[src/rtl/nts_engine_scheduler_if.sv]
// Handshake bundle between the RX buffer stage, the engine array and the
// round-robin engine scheduler (master = environment, slave = scheduler).
interface nts_engine_scheduler_if #(
    parameter int ENGINES       = 12,
    parameter int IDX_WIDTH     = 6,
    parameter int TIMEOUT_WIDTH = 16,
    parameter int CNT_WIDTH     = 32
);
    logic                     pkt_valid;
    logic                     pkt_accept;
    logic                     pkt_drop;
    logic [ENGINES-1:0]       engine_ready;
    logic [ENGINES-1:0]       engine_enable;
    logic [ENGINES-1:0]       engine_start;
    logic [ENGINES-1:0]       engine_ack;
    logic [TIMEOUT_WIDTH-1:0] timeout_cycles;
    logic [IDX_WIDTH-1:0]     grant_index;
    logic                     busy;
    logic [CNT_WIDTH-1:0]     cnt_dispatched;
    logic [CNT_WIDTH-1:0]     cnt_dropped;
    logic [CNT_WIDTH-1:0]     cnt_ack_timeout;

    modport master (
        output pkt_valid, engine_ready, engine_enable, engine_ack, timeout_cycles,
        input  pkt_accept, pkt_drop, engine_start, grant_index, busy,
               cnt_dispatched, cnt_dropped, cnt_ack_timeout
    );

    modport slave (
        input  pkt_valid, engine_ready, engine_enable, engine_ack, timeout_cycles,
        output pkt_accept, pkt_drop, engine_start, grant_index, busy,
               cnt_dispatched, cnt_dropped, cnt_ack_timeout
    );
endinterface

[src/rtl/nts_engine_scheduler.sv]
// Round-robin packet-to-engine scheduler with start/ack handshake, wait/ack timeout and drop.
// Define NTS_ENGINE_SCHEDULER_STATS_EN to build the saturating statistics counters.
module nts_engine_scheduler #(
    parameter int ENGINES       = 12,
    parameter int IDX_WIDTH     = 6,
    parameter int TIMEOUT_WIDTH = 16,
    parameter int CNT_WIDTH     = 32
) (
    input  logic                 clk,
    input  logic                 areset,
    nts_engine_scheduler_if.slave bus
);
    typedef enum logic [1:0] {IDLE, SELECT, START} state_t;

    state_t                   state, state_nxt;
    logic [ENGINES-1:0]       eligible;
    logic [ENGINES-1:0]       start_q, start_nxt;
    logic [IDX_WIDTH-1:0]     grant_q, grant_nxt;
    logic [IDX_WIDTH-1:0]     last_q, last_nxt;
    logic [IDX_WIDTH-1:0]     rr_grant;
    logic [IDX_WIDTH:0]       rr_base;
    logic [ENGINES-1:0]       rr_rot;
    logic [TIMEOUT_WIDTH-1:0] wait_q, wait_nxt, wait_inc;
    logic                     accept_q, accept_nxt;
    logic                     drop_q, drop_nxt;
    logic                     busy_q;
    logic                     tmo_hit;
    logic                     ack_hit;

    assign eligible = bus.engine_ready & bus.engine_enable;
    assign tmo_hit  = (bus.timeout_cycles != '0) &&
                      (wait_q == bus.timeout_cycles - TIMEOUT_WIDTH'(1));
    assign wait_inc = (wait_q == '1) ? wait_q : wait_q + TIMEOUT_WIDTH'(1);
    // start is one-hot on the granted engine, so this ignores acks from others
    assign ack_hit  = |(bus.engine_ack & start_q);

    // Rotate eligible so bit 0 is the engine after last, then take the first set bit.
    always_comb begin
        int off;
        int sum;
        off     = 0;
        sum     = 0;
        rr_base = {1'b0, last_q} + (IDX_WIDTH+1)'(1);
        rr_rot  = ENGINES'({eligible, eligible} >> rr_base);
        for (int j = ENGINES - 1; j >= 0; j--) begin
            if (rr_rot[j]) off = j;
        end
        sum = int'(rr_base) + off;
        if (sum >= ENGINES) sum = sum - ENGINES;
        rr_grant = IDX_WIDTH'(sum);
    end

    // NOTE: every variable gets its default first, so no path can infer a latch.
    always_comb begin
        state_nxt  = state;
        start_nxt  = start_q;
        grant_nxt  = grant_q;
        last_nxt   = last_q;
        wait_nxt   = wait_q;
        accept_nxt = 1'b0;
        drop_nxt   = 1'b0;
        unique case (state)
            IDLE: begin
                if (bus.pkt_valid && !accept_q) begin
                    state_nxt = SELECT;
                    wait_nxt  = '0;
                end
            end
            SELECT: begin
                if (!bus.pkt_valid) begin
                    state_nxt = IDLE;
                end else if (|eligible) begin
                    start_nxt = ENGINES'(1) << rr_grant;
                    grant_nxt = rr_grant;
                    wait_nxt  = '0;
                    state_nxt = START;
                end else if (tmo_hit) begin
                    accept_nxt = 1'b1;
                    drop_nxt   = 1'b1;
                    state_nxt  = IDLE;
                end else begin
                    wait_nxt = wait_inc;
                end
            end
            START: begin
                if (ack_hit) begin
                    start_nxt  = '0;
                    accept_nxt = 1'b1;
                    last_nxt   = grant_q;
                    state_nxt  = IDLE;
                end else if (tmo_hit) begin
                    // retry from SELECT; updating last makes the search skip this engine first
                    start_nxt = '0;
                    last_nxt  = grant_q;
                    wait_nxt  = '0;
                    state_nxt = SELECT;
                end else begin
                    wait_nxt = wait_inc;
                end
            end
            default: state_nxt = IDLE;
        endcase
    end

    // NOTE: sequential state uses non-blocking assignments only.
    always_ff @(posedge clk) begin
        if (areset) begin
            state    <= IDLE;
            start_q  <= '0;
            grant_q  <= '0;
            last_q   <= IDX_WIDTH'(ENGINES - 1);
            wait_q   <= '0;
            accept_q <= 1'b0;
            drop_q   <= 1'b0;
            busy_q   <= 1'b0;
        end else begin
            state    <= state_nxt;
            start_q  <= start_nxt;
            grant_q  <= grant_nxt;
            last_q   <= last_nxt;
            wait_q   <= wait_nxt;
            accept_q <= accept_nxt;
            drop_q   <= drop_nxt;
            busy_q   <= (state_nxt != IDLE);
        end
    end

    assign bus.pkt_accept   = accept_q;
    assign bus.pkt_drop     = drop_q;
    assign bus.engine_start = start_q;
    assign bus.grant_index  = grant_q;
    assign bus.busy         = busy_q;

`ifdef NTS_ENGINE_SCHEDULER_STATS_EN
    logic [CNT_WIDTH-1:0] cnt_disp_q, cnt_drop_q, cnt_ackto_q;
    logic                 inc_disp, inc_drop, inc_ackto;

    assign inc_disp  = (state == START) && ack_hit;
    assign inc_drop  = (state == SELECT) && bus.pkt_valid && !(|eligible) && tmo_hit;
    assign inc_ackto = (state == START) && !ack_hit && tmo_hit;

    always_ff @(posedge clk) begin
        if (areset) begin
            cnt_disp_q  <= '0;
            cnt_drop_q  <= '0;
            cnt_ackto_q <= '0;
        end else begin
            if (inc_disp && cnt_disp_q != '1)   cnt_disp_q  <= cnt_disp_q + CNT_WIDTH'(1);
            if (inc_drop && cnt_drop_q != '1)   cnt_drop_q  <= cnt_drop_q + CNT_WIDTH'(1);
            if (inc_ackto && cnt_ackto_q != '1) cnt_ackto_q <= cnt_ackto_q + CNT_WIDTH'(1);
        end
    end

    assign bus.cnt_dispatched  = cnt_disp_q;
    assign bus.cnt_dropped     = cnt_drop_q;
    assign bus.cnt_ack_timeout = cnt_ackto_q;
`else
    assign bus.cnt_dispatched  = {CNT_WIDTH{1'b0}};
    assign bus.cnt_dropped     = {CNT_WIDTH{1'b0}};
    assign bus.cnt_ack_timeout = {CNT_WIDTH{1'b0}};
`endif
endmodule

[src/flat_wrapper.sv]
// flat-port wrapper written by rule: the top's interface ports become plain ports
module nts_engine_scheduler_flat 
#(
    parameter int ENGINES       = 12,
    parameter int IDX_WIDTH     = 6,
    parameter int TIMEOUT_WIDTH = 16,
    parameter int CNT_WIDTH     = 32
)
  (clk, areset, bus_pkt_valid, bus_engine_ready, bus_engine_enable, bus_engine_ack, bus_timeout_cycles, bus_pkt_accept, bus_pkt_drop, bus_engine_start, bus_grant_index, bus_busy, bus_cnt_dispatched, bus_cnt_dropped, bus_cnt_ack_timeout);
  nts_engine_scheduler_if #(.ENGINES(ENGINES), .IDX_WIDTH(IDX_WIDTH), .TIMEOUT_WIDTH(TIMEOUT_WIDTH), .CNT_WIDTH(CNT_WIDTH)) bus_i ();
  input  logic clk;
  input  logic areset;
  input wire logic [$bits(bus_i.pkt_valid)-1:0] bus_pkt_valid;
  input wire logic [$bits(bus_i.engine_ready)-1:0] bus_engine_ready;
  input wire logic [$bits(bus_i.engine_enable)-1:0] bus_engine_enable;
  input wire logic [$bits(bus_i.engine_ack)-1:0] bus_engine_ack;
  input wire logic [$bits(bus_i.timeout_cycles)-1:0] bus_timeout_cycles;
  output wire logic [$bits(bus_i.pkt_accept)-1:0] bus_pkt_accept;
  output wire logic [$bits(bus_i.pkt_drop)-1:0] bus_pkt_drop;
  output wire logic [$bits(bus_i.engine_start)-1:0] bus_engine_start;
  output wire logic [$bits(bus_i.grant_index)-1:0] bus_grant_index;
  output wire logic [$bits(bus_i.busy)-1:0] bus_busy;
  output wire logic [$bits(bus_i.cnt_dispatched)-1:0] bus_cnt_dispatched;
  output wire logic [$bits(bus_i.cnt_dropped)-1:0] bus_cnt_dropped;
  output wire logic [$bits(bus_i.cnt_ack_timeout)-1:0] bus_cnt_ack_timeout;
  assign bus_i.pkt_valid = bus_pkt_valid;
  assign bus_i.engine_ready = bus_engine_ready;
  assign bus_i.engine_enable = bus_engine_enable;
  assign bus_i.engine_ack = bus_engine_ack;
  assign bus_i.timeout_cycles = bus_timeout_cycles;
  assign bus_pkt_accept = bus_i.pkt_accept;
  assign bus_pkt_drop = bus_i.pkt_drop;
  assign bus_engine_start = bus_i.engine_start;
  assign bus_grant_index = bus_i.grant_index;
  assign bus_busy = bus_i.busy;
  assign bus_cnt_dispatched = bus_i.cnt_dispatched;
  assign bus_cnt_dropped = bus_i.cnt_dropped;
  assign bus_cnt_ack_timeout = bus_i.cnt_ack_timeout;
  nts_engine_scheduler #(.ENGINES(ENGINES), .IDX_WIDTH(IDX_WIDTH), .TIMEOUT_WIDTH(TIMEOUT_WIDTH), .CNT_WIDTH(CNT_WIDTH)) u_core (.clk(clk), .areset(areset), .bus(bus_i));
endmodule
[config.mk]
export PLATFORM = sky130hd
export DESIGN_NAME = nts_engine_scheduler_flat
export DESIGN_NICKNAME = d
export VERILOG_FILES = /design/src/rtl/nts_engine_scheduler_if.sv /design/src/rtl/nts_engine_scheduler.sv /design/src/flat_wrapper.sv
export SDC_FILE = /design/constraint.sdc
export NUM_CORES = 1
export LEC_CHECK = 0
export BUFFER_PORTS_ARGS = -buffer_cell sky130_fd_sc_hd__buf_4
export CAP_MARGIN = 10
export CORE_MARGIN = 4
export CORE_UTILIZATION = 57
export DETAILED_ROUTE_END_ITERATION = 8
export GPL_ROUTABILITY_DRIVEN = 0
export GPL_TIMING_DRIVEN = 0
export PLACE_DENSITY = 0.93
export SYNTH_ARGS = -nofsm -noshare
export SYNTH_HDL_FRONTEND = slang
export SYNTH_SLANG_ARGS = --single-unit
[constraint.sdc]
create_clock -name clk -period 9.4 [get_ports clk]
set_input_delay 1.41 -clock clk [delete_from_list [all_inputs] [get_ports clk]]
set_output_delay 1.41 -clock clk [all_outputs]
set_load 0.01 [all_outputs]
==> key figures, run 1 <==
Run status
  • Outcome: completed

Detailed routing
  • Wire length on met1: 5230 µm
  • Drc violations: 0
  • Routed wire length: approximately 15000 µm
  • DR vias: 5584
  • DRT iter0 DRCs: around 490
  • DR WL/cell: ~15 µm
  • Met2 WL: 7760 µm
  • Max layer used: met4
  • Vias per cell: 5.82
  • Post-DRT Antenna Nets: 0
  • First-pass detailed-route iteration total: 6
  • DR WL met3: 1330 µm

Clock tree
  • Post-CTS Setup Bufs: 0
  • Clock root buffer: clkbuf_8
  • CTS Buf Count: 5
  • CTS tree: yes
  • Hold_buf cts: 0
  • Longest Clk Path Bufs: 2
  • PostCTS Resize Cnt: 0
  • Total clock sinks: 45
  • H-tree levels: 2
  • Clock slew at reported path FFs: approximately 0.08 ns
  • Worst skew pair latency: 0.29 ns

Synthesis
  • Mapped Cells: 675
  • Yosys cell types: 85
  • Sequential fraction of the synthesis area: roughly 17%
  • Post-synth ARST share: 0%
  • Synth warn: 0
  • Synth Cell Area: approximately 5300 µm²
  • EDFF count, synth: 0
  • Synthesis-stage register bit count: 45
  • Avg Cell Area, Syn: 7.78 µm²
  • Most used DFF post-synth: dfxtp_1

STA
  • Max Slew Vio Count: 0
  • Actual slew at the worst max-slew pin: 0.910 ns
  • Final Hold Viols: 0
  • # setup viols final: 0
  • Setup TNS: 0 ns
  • Tcrit/Tclk final: 70.7%
  • RSZ-0062 raised after global routing: no
  • Fmax: roughly 150 MHz
  • Worst Skew: 0.00959 ns
  • Final min period: 6.65 ns
  • Worst slew margin: 38.7%

Global route
  • Initial antenna violation count: 0
  • Aggregate global routing overflow: 0
  • Largest net degree at the start of global routing: 13
  • First-pass GRT wire length: 24700 µm
  • Vias in the first global route: 5357
  • GR Util All Layers: 26.3%

Cells and area
  • Commonest cells after routing, fill and taps aside: buf_4, conb_1, nand2_1
  • Ant. Diodes: 0
  • Nets: between 900 and 1k
  • Fin cells: 960
  • Share of layout cells above drive strength 1: a little over a quarter
  • Area growth syn-to-layout: 21.5%
  • Commonest non-fill, non-tap cell in the layout: buf_4

Job
  • Max-cap violations: 0

Power and ir drop
  • P_leak: 0.00294 µW
  • Max VDD drop: 0.000101 V
  • Power Dens Cells: 80.6 nW/µm²
  • Total chip power: 514 µW

Critical path
  • Critical-path maximum fanout: 10
  • Crit path top cell by count: ha_1
  • Max stage delay on crit path: a little over 0.5 ns
  • Critical-path top delay cell: mux4_2
  • Startpoint Class: primary input
  • Sequence of cells on the critical path: buf_4 -> and2_1 -> clkbuf_1 -> mux4_2 -> and2_0 -> o32ai_1 -> and3_1 -> a211oi_1 -> or3_1 -> a31oi_1 -> ha_1 -> inv_1 -> fa_1 -> xnor2_1 -> ha_1 -> nor2_1 -> nand4_1 -> or3b_2 -> a2111oi_2 -> nor2b_1 -> a32o_1
  • Setup CP Type: primary input to flip-flop
  • R2R cell count: 20
  • CP Capture Type: flip-flop
  • Req. time, crit path: slightly below 10 ns
  • CP arrival: 6.89 ns

Hold path
  • Hold Path Cell Cnt: 2
  • HP Class: flip-flop to flip-flop

Floorplanning
  • Die H: 104 µm
  • Die ar.: 10800 µm²
  • Num ports: 172
  • Num rows: 34
  • Initial Util: 59.3%
  • Area of the core: slightly below 9000 µm²
  • Die X: 104 µm

Placement
  • Cell Count Post-Placement: approximately 950
  • Input/output buffers: 74
  • HPWL Detailed: 11900 µm
[state kept, by name (all words and copies together) (netlist names)]
| register | count |
|---|---|
| u_core.bus.pkt_accept | 1 |
| u_core.bus.engine_start | 12 |
| u_core.bus.grant_index | 6 |
| u_core.state | 2 |
| u_core.last_q | 6 |
| u_core.bus.pkt_drop | 1 |
| u_core.bus.busy | 1 |
| u_core.wait_q | 16 |
[logic make-up (layout without fill, tap and decap cells)]
| group | count (synthesis) | count (layout) | share of synthesized area, % |
|---|---|---|---|
| muxes | 39 | 39 | 11.6 |
| other | 1 | 96 | 0.0714 |
| xor gates and xnor gates | 29 | 29 | 4.98 |
| and+or+nand+nor | 266 | 266 | 26.1 |
| AOI/OAI and AO/OA | 136 | 136 | 19.0 |
| buffers and inverters | 146 | 228 | 17.9 |
| DFF | 45 | 45 | 17.2 |
| adders and majority gates | 13 | 13 | 3.24 |
[cell usage after synthesis (all sizes together), types with 7 or more instances]
master	instances	share of area [%]
nor2	50	3.7
nand2	71	5.1
and3	8	0.95
and2	17	2.0
o21ai	19	2.0
a22oi	7	1.0
or3	8	0.95
nand4	12	1.4
inv	17	1.2
mux4	17	7.3
a21oi	27	2.7
a31oi	8	0.95
nand2b	10	1.2
nand3	25	2.4
nor3	22	2.4
xnor2	12	2.1
mux2i	19	3.6
dfxtp	45	17
buf	110	15
ha	12	2.9
clkbuf	17	1.2
nor4	15	1.8
xor2	17	2.8
[routing by layer]
| layer | GRT usage [%] | vias to the layer above |
|---|---|---|
| met5 | 0 | - |
| met4 | 10.3 | 0 |
| met3 | 5.77 | 78 |
| met2 | 48.7 | 353 |
| met1 | 29.1 | 2520 |
| li1 | - | 2633 |
[stage by stage]
| stage | utilization, % | setup WS, ns | instance area [µm²] | hold WS, ns |
|---|---|---|---|---|
| global route | 72.1 | 2.33 | 6380 | 0.523 |
| CTS | 72.1 | 2.87 | 6380 | 0.496 |
| floorplan | - | 3.33 | 5610 | 0.474 |
| global placement | 71.2 | 2.70 | 6300 | 0.480 |
| finish | 72.1 | 2.75 | 6380 | 0.502 |
| detailed placement | 71.2 | 2.58 | 6300 | 0.479 |
[worst max-delay path, delay by kind of cell]
family                     cells  cell delay, ns
muxes                          1            0.51
AOI/OAI and AO/OA              5            1.41
adders and majority gates      3            0.89
buffers and inverters          3            0.40
and+or+nand+nor                8            1.96
xor gates and xnor gates       1            0.30
[final cells by class]
type | instances | area (µm²)
inverters | 19 | 71.3
clock buffers | 8 | 80.1
plain buffers | 127 | 870
well taps | 108 | 135
repair buffers | 74 | 556
fillers | 703 | 2470
multi-input cells | 579 | 3770
flip-flops and latches | 45 | 901
[report_power, final]
group | internal (µW) | switching [µW] | total, µW
Clock | 52.9 | 62.3 | 115
Combinational | 89.8 | 112 | 202
Sequential | 194 | 3.19 | 197
[final timing paths]
| kind | from | to | slack, ns |
|---|---|---|---|
| max | bus_engine_ready[11] | u_core.bus.engine_start[11]$_SDFFE_PP0P_ | 2.75 |
| min | u_core.bus.grant_index[5]$_SDFFE_PP0P_ | u_core.bus.grant_index[5]$_SDFFE_PP0P_ | 0.50 |
| max reg2reg | u_core.last_q[1]$_SDFFE_PP1P_ | u_core.bus.engine_start[11]$_SDFFE_PP0P_ | 3.41 |
| min reg2reg | u_core.bus.grant_index[5]$_SDFFE_PP0P_ | u_core.bus.grant_index[5]$_SDFFE_PP0P_ | 0.50 |
(Power assumes the default switching activity.)
==> run 2: changes to the inputs <==
CORE_UTILIZATION = 48   (was 57)
PLACE_DENSITY = 0.84   (was 0.93)
clock period = 5.4 ns   (was 9.4 ns; I/O delays follow)
==> key figures, run 2 (synthesized netlist as in run 1, its figures left out) <==
Clock tree
  • CTS tree: yes (unchanged)
  • CTS Buf Count: 5 (unchanged)
  • Total clock sinks: 45 (unchanged)
  • Clock slew at reported path FFs: 0.09 ns (was 0.08 ns)
  • H-tree levels: 2 (unchanged)
  • Longest Clk Path Bufs: 2 (unchanged)
  • Clock root buffer: clkbuf_8 (unchanged)
  • Worst skew pair latency: 0.30 ns (was 0.29 ns)
  • Hold_buf cts: 0 (unchanged)

Global route
  • Aggregate global routing overflow: 0 (unchanged)
  • Largest net degree at the start of global routing: 15 (was 13)
  • Initial antenna violation count: 0 (unchanged)
  • Vias in the first global route: 5016 (was 5357)
  • First-pass GRT wire length: 23600 µm (was 24700 µm)
  • GR Util All Layers: 21.6% (was 26.3%)

Detailed routing
  • Vias per cell: 5.39 (was 5.82)
  • DRT iter0 DRCs: 469 (was 486)
  • First-pass detailed-route iteration total: 5 (was 6)
  • Drc violations: 0 (unchanged)
  • Post-DRT Antenna Nets: 0 (unchanged)
  • DR vias: 5328 (was 5584)
  • Routed wire length: 14400 µm (was 14900 µm)
  • DR WL/cell: 14.6 µm (was 15.5 µm)

Floorplanning
  • Initial Util: 50.0% (was 59.3%)
  • Die ar.: 12700 µm² (was 10800 µm²)
  • Num ports: 172 (unchanged)
  • Num rows: 37 (was 34)
  • Area of the core: 10500 µm² (was 8850 µm²)
  • Die H: 113 µm (was 104 µm)
  • Die X: 113 µm (was 104 µm)

Cells and area
  • Largest register FFs: 16 (unchanged)
  • Commonest cells after routing, fill and taps aside: buf_4, conb_1, nand2_1 (unchanged)
  • Fin cells: 988 (was 960)
  • Share of layout cells above drive strength 1: 29.1% (was 26.5%)
  • Largest Register: u_core.wait_q (unchanged)
  • Fin util: 62.2% (was 72.1%)
  • Design Area, Final: 6540 µm² (was 6380 µm²)
  • Nets: 919 (unchanged)
  • Commonest non-fill, non-tap cell in the layout: buf_4 (unchanged)
  • Area growth syn-to-layout: 24.6% (was 21.5%)
  • Ant. Diodes: 0 (unchanged)

Placement
  • Cell Count Post-Placement: 980 (was 952)
  • HPWL Detailed: 11500 µm (was 11900 µm)
  • Input/output buffers: 74 (unchanged)
  • Post-Place Worst Slack: -0.620 ns (was 2.58 ns)
  • Area post-placement: 6360 µm² (was 6300 µm²)

Critical path
  • CP arrival: 5.59 ns (was 6.89 ns)
  • CP Capture Type: flip-flop (unchanged)
  • FF-to-FF End: u_core.bus.engine_start[11]$_SDFFE_PP0P_ (unchanged)
  • Setup CP Type: primary input to flip-flop (unchanged)
  • R2R cell count: 21 (was 20)
  • Startpoint Class: primary input (unchanged)
  • Reg2reg setup slack: 0.14 ns (was 3.41 ns)
  • Critical path origin: bus_engine_ready[10] (was bus_engine_ready[11])
  • Req. time, crit path: 5.65 ns (was 9.64 ns)
  • Critical-path maximum fanout: 7 (was 10)
  • Worst reg2reg startpoint: u_core.last_q[2]$_SDFFE_PP0P_ (was u_core.last_q[1]$_SDFFE_PP1P_)

STA
  • RSZ-0062 raised after global routing: yes (was no)
  • Fmax: 187 MHz
  • Actual slew at the worst max-slew pin: 0.860 ns (was 0.910 ns)
  • Final WS setup: 0.0639 ns (was 2.75 ns)
  • Final Hold Viols: 0 (unchanged)
  • Final min period: 5.34 ns
  • Tcrit/Tclk final: 98.8%
  • # setup viols final: 0 (unchanged)
  • Worst slew margin: 42.7% (was 38.7%)
  • Max Slew Vio Count: 0 (unchanged)
  • Worst Skew: 0.0111 ns (was 0.00959 ns)

Hold path
  • Worst Hold End: u_core.bus.engine_start[4]$_SDFFE_PP0P_ (was u_core.bus.grant_index[5]$_SDFFE_PP0P_)
  • HP Class: flip-flop to flip-flop (unchanged)
  • Hold Startpoint: u_core.bus.engine_start[4]$_SDFFE_PP0P_ (was u_core.bus.grant_index[5]$_SDFFE_PP0P_)
  • Hold Path Cell Cnt: 2 (unchanged)

Power and ir drop
  • Net Sw Power: 320 µW (was 177 µW)
  • Switching share of power: 34.6% (was 34.5%)
  • Part of the power in combinational logic: 38.8% (was 39.2%)
  • Sequential share of power: 37.1% (was 38.4%)
  • P_leak: 0.00300 µW (was 0.00294 µW)
  • Total chip power: 925 µW (was 514 µW)
  • Power Dens Cells: 141 nW/µm² (was 80.6 nW/µm²)
  • Clock power share: 24.1% (was 22.4%)
  • Max VDD drop: 0.000106 V (was 0.000101 V)
  • P_int: 605 µW (was 337 µW)

Run status
  • Outcome: completed (unchanged)

Job
  • Max-cap violations: 0 (unchanged)
-- run 2: worst max path at each step --
| stage | to | cells past startpoint |
|---|---|---|
| 2_1_floorplan | u_core.bus.engine_start[11]$_SDFFE_PP0P_ | 20 |
| 4_1_cts | u_core.bus.engine_start[11]$_SDFFE_PP0P_ | 21 |
| 5_1_grt | u_core.bus.engine_start[11]$_SDFFE_PP0P_ | 20 |
| 3_3_place_gp | u_core.bus.engine_start[11]$_SDFFE_PP0P_ | 21 |
| 3_5_place_dp | u_core.bus.engine_start[11]$_SDFFE_PP0P_ | 21 |
| 6_report | u_core.bus.engine_start[11]$_SDFFE_PP0P_ | 18 |
-- run 2: critical path, stage by stage --
cell	delay [ns]
buf_4	0.11
and2_1	0.23
mux4_2	0.50
mux2_2	0.34
a221o_1	0.42
or3_1	0.39
a31oi_1	0.19
ha_2	0.22
inv_1	0.06
fa_2	0.37
xnor2_2	0.30
ha_2	0.26
nor2_1	0.05
nand4_1	0.16
or3b_4	0.42
a2111oi_4	0.37
nor2b_4	0.22
a32o_1	0.16
-- run 2: repair_timing --
item / in CTS / in global routing
setup buffers: 1 / 0
setup endpoints to repair: 10 / 12
pin swaps: 1 / 3
resized for setup: 9 / 17
cloned: 0 / 0
-- run 2: area by class of cell --
cell class | instances | area, µm²
clock inverters | 2 | 13.8
fillers | 930 | 3970
well taps | 136 | 170
clock buffers | 6 | 82.6
repair buffers | 75 | 563
plain buffers | 126 | 875
inverters | 19 | 73.8
multi-input cells | 579 | 3860
flip-flops and latches | 45 | 901
-- run 2: power groups by stage --
stage	Clock (µW)	Combinational (µW)	Sequential, µW
floorplan	0	250	351
global placement	0	333	351
detailed placement	0	337	351
CTS	224	343	343
global route	242	393	344
finish	222	359	343
-- run 2: metrics by stage --
stage,TNS (ns),hold slack (ns)
finish,0,0.495
global route,-0.0470,0.532
CTS,0,0.495
detailed placement,-4.43,0.480
global placement,-3.74,0.474
floorplan,0,0.474
-- run 2: per-layer routing --
metal	up-vias	global-route usage [%]	wire length, µm
met5	-	0	0
met1	2383	27.6	5670
met4	0	5.45	328
li1	2639	-	-
met3	35	4.69	1370
met2	271	37.1	7010
==> run 3: changes to the inputs <==
CTS_BUF_LIST = sky130_fd_sc_hd__clkbuf_16   (was unset)
==> key figures, run 3 (synthesized netlist as in run 1, its figures left out) <==
Floorplanning
  • Die X: 113 µm (unchanged)
  • Num rows: 37 (unchanged)
  • Num ports: 172 (unchanged)
  • Die ar.: 12700 µm² (unchanged)
  • Die H: 113 µm (unchanged)
  • Initial Util: 50.0% (unchanged)
  • Area of the core: 10500 µm² (unchanged)

Cells and area
  • Area growth syn-to-layout: 25.4% (was 24.6%)
  • Area of the multi-input gates: 3860 µm² (unchanged)
  • Commonest non-fill, non-tap cell in the layout: buf_4 (unchanged)
  • Register area: 901 µm² (unchanged)
  • Design Area, Final: 6590 µm² (was 6540 µm²)
  • Nets: 919 (unchanged)
  • Largest Register: u_core.wait_q (unchanged)
  • Fillers: 929 (was 930)
  • Ant. Diodes: 0 (unchanged)
  • Commonest cells after routing, fill and taps aside: buf_4, conb_1, nand2_1 (unchanged)
  • Largest register FFs: 16 (unchanged)
  • Share of layout cells above drive strength 1: 29.0% (was 29.1%)
  • Fin cells: 988 (unchanged)

STA
  • Final Hold Viols: 0 (unchanged)
  • Tcrit/Tclk final: 98.0% (was 98.8%)
  • Worst slew margin: 43.3% (was 42.7%)
  • Final min period: 5.29 ns (was 5.34 ns)
  • Worst Skew: 0.00416 ns (was 0.0111 ns)
  • Max Slew Vio Count: 0 (unchanged)
  • Setup TNS: 0 ns (unchanged)
  • Fmax: 189 MHz (was 187 MHz)
  • Hold_ws: 0.493 ns (was 0.495 ns)
  • # setup viols final: 0 (unchanged)
  • Actual slew at the worst max-slew pin: 0.851 ns (was 0.860 ns)

Critical path
  • Sequence of cells on the critical path: buf_4 -> and2_1 -> mux4_2 -> mux2_2 -> a221o_1 -> or3_1 -> a31oi_1 -> ha_2 -> inv_1 -> fa_2 -> xnor2_2 -> ha_2 -> nor2_1 -> nand4_1 -> or3b_4 -> a2111oi_4 -> nor2b_4 -> a32o_1 (unchanged)
  • CP Capture Type: flip-flop (unchanged)
  • CP arrival: 5.52 ns (was 5.59 ns)
  • Critical-path maximum fanout: 6 (was 7)
  • Startpoint Class: primary input (unchanged)
  • Setup CP Type: primary input to flip-flop (unchanged)
  • Req. time, crit path: 5.63 ns (was 5.65 ns)
  • CP top delay family: simple AND/OR/NAND/NOR gates (unchanged)
  • Worst path bufs/invs: 2 (unchanged)
  • Critical-path top delay cell: mux4_2 (unchanged)
  • Crit path top cell by count: ha_2 (unchanged)
  • Max stage delay on crit path: 0.50 ns (about the same)

Placement
  • Input/output buffers: 74 (unchanged)
  • Cell Count Post-Placement: 980 (unchanged)
  • Area post-placement: 6360 µm² (unchanged)
  • HPWL Detailed: 11500 µm (unchanged)

Power and ir drop
  • Power Dens Cells: 152 nW/µm² (was 141 nW/µm²)
  • Total chip power: 998 µW (was 925 µW)
  • P_leak: 0.00302 µW (was 0.00300 µW)
  • Clock power share: 29.6% (was 24.1%)
  • Net Sw Power: 327 µW (was 320 µW)
  • Max VDD drop: 0.000131 V (was 0.000106 V)
  • Sequential share of power: 34.4% (was 37.1%)
  • Switching share of power: 32.8% (was 34.6%)
  • Part of the power in combinational logic: 35.9% (was 38.8%)
  • P_int: 671 µW (was 605 µW)

Detailed routing
  • First-pass detailed-route iteration total: 5 (unchanged)
  • DRT iter0 DRCs: 394 (was 469)
  • Drc violations: 0 (unchanged)
  • DR WL/cell: 14.6 µm (about the same)
  • Routed wire length: 14500 µm (was 14400 µm)
  • Vias per cell: 5.44 (was 5.39)
  • DR vias: 5376 (was 5328)
  • Post-DRT Antenna Nets: 0 (unchanged)

Clock tree
  • Hold_buf cts: 0 (unchanged)
  • Total clock sinks: 45 (unchanged)
  • Worst skew pair latency: 0.28 ns (was 0.30 ns)
  • H-tree levels: 2 (unchanged)
  • CTS tree: yes (unchanged)
  • CTS Buf Count: 5 (unchanged)
  • Clock root buffer: clkbuf_16 (was clkbuf_8)
  • Clock slew at reported path FFs: 0.06 ns (was 0.09 ns)
  • Longest Clk Path Bufs: 2 (unchanged)

Hold path
  • HP Class: flip-flop to flip-flop (unchanged)

Global route
  • Initial antenna violation count: 0 (unchanged)
  • Vias in the first global route: 5004 (was 5016)
  • GR Util All Layers: 21.8% (was 21.6%)
  • Aggregate global routing overflow: 0 (unchanged)
  • Largest net degree at the start of global routing: 15 (unchanged)
  • First-pass GRT wire length: 23700 µm (was 23600 µm)

Run status
  • Outcome: completed (unchanged)

Job
  • Max-cap violations: 0 (unchanged)
run 3: cell count changes in the layout (fill, tap and decap cells not counted):
cell       change
clkinv_1       +1
clkbuf_16      +5
clkbuf_8       -6
run 3: layout make-up:
class                   instances  share of cell area (%)
well taps                     136                    2.58
flip-flops and latches         45                    13.7
inverters                      19                    1.12
clock buffers                   5                    1.90
multi-input cells             579                    58.6
repair buffers                 75                    8.55
clock inverters                 3                   0.266
plain buffers                 126                    13.3
run 3: worst paths after layout:
| check | start | to | slack, ns | cells after the start |
|---|---|---|---|---|
| worst min register to register | u_core.bus.engine_start[9]$_SDFFE_PP0P_ | u_core.bus.engine_start[9]$_SDFFE_PP0P_ | 0.49 | 1 |
| worst min-delay path | u_core.bus.engine_start[9]$_SDFFE_PP0P_ | u_core.bus.engine_start[9]$_SDFFE_PP0P_ | 0.49 | 1 |
| worst max register to register | u_core.last_q[2]$_SDFFE_PP0P_ | u_core.bus.engine_start[11]$_SDFFE_PP0P_ | 0.19 | 21 |
| worst max-delay path | bus_engine_ready[9] | u_core.bus.engine_start[11]$_SDFFE_PP0P_ | 0.11 | 18 |
run 3: timing repair:
action,4_1_cts,5_1_grt
buffers inserted,1,0
endpoints found under the setup margin,9,12
resized for setup,8,18
pin swaps,0,4
run 3: layer usage:
| metal | share of wire, % | GRT usage, % | up-vias |
|---|---|---|---|
| li1 | - | - | 2643 |
| met1 | 40 | 28.0 | 2413 |
| met2 | 48 | 37.3 | 276 |
| met3 | 9.2 | 4.58 | 44 |
| met4 | 2.6 | 5.61 | 0 |
| met5 | 0 | 0 | - |
run 3: metrics by stage:
| step | setup slack, ns | util (%) |
|---|---|---|
| after floorplan | 0.0427 | - |
| after global placement | -0.583 | 60.6 |
| after detailed placement | -0.620 | 60.6 |
| after CTS | 0.00227 | 62.1 |
| after global routing | -0.00476 | 62.7 |
| final | 0.111 | 62.7 |
run 3: power by group through the flow:
stage | clock network, µW | registers, µW | logic [µW]
after floorplan | 0 | 351 | 250
after global placement | 0 | 351 | 333
after detailed placement | 0 | 351 | 337
after CTS | 300 | 344 | 342
after global routing | 319 | 344 | 393
final | 296 | 344 | 359
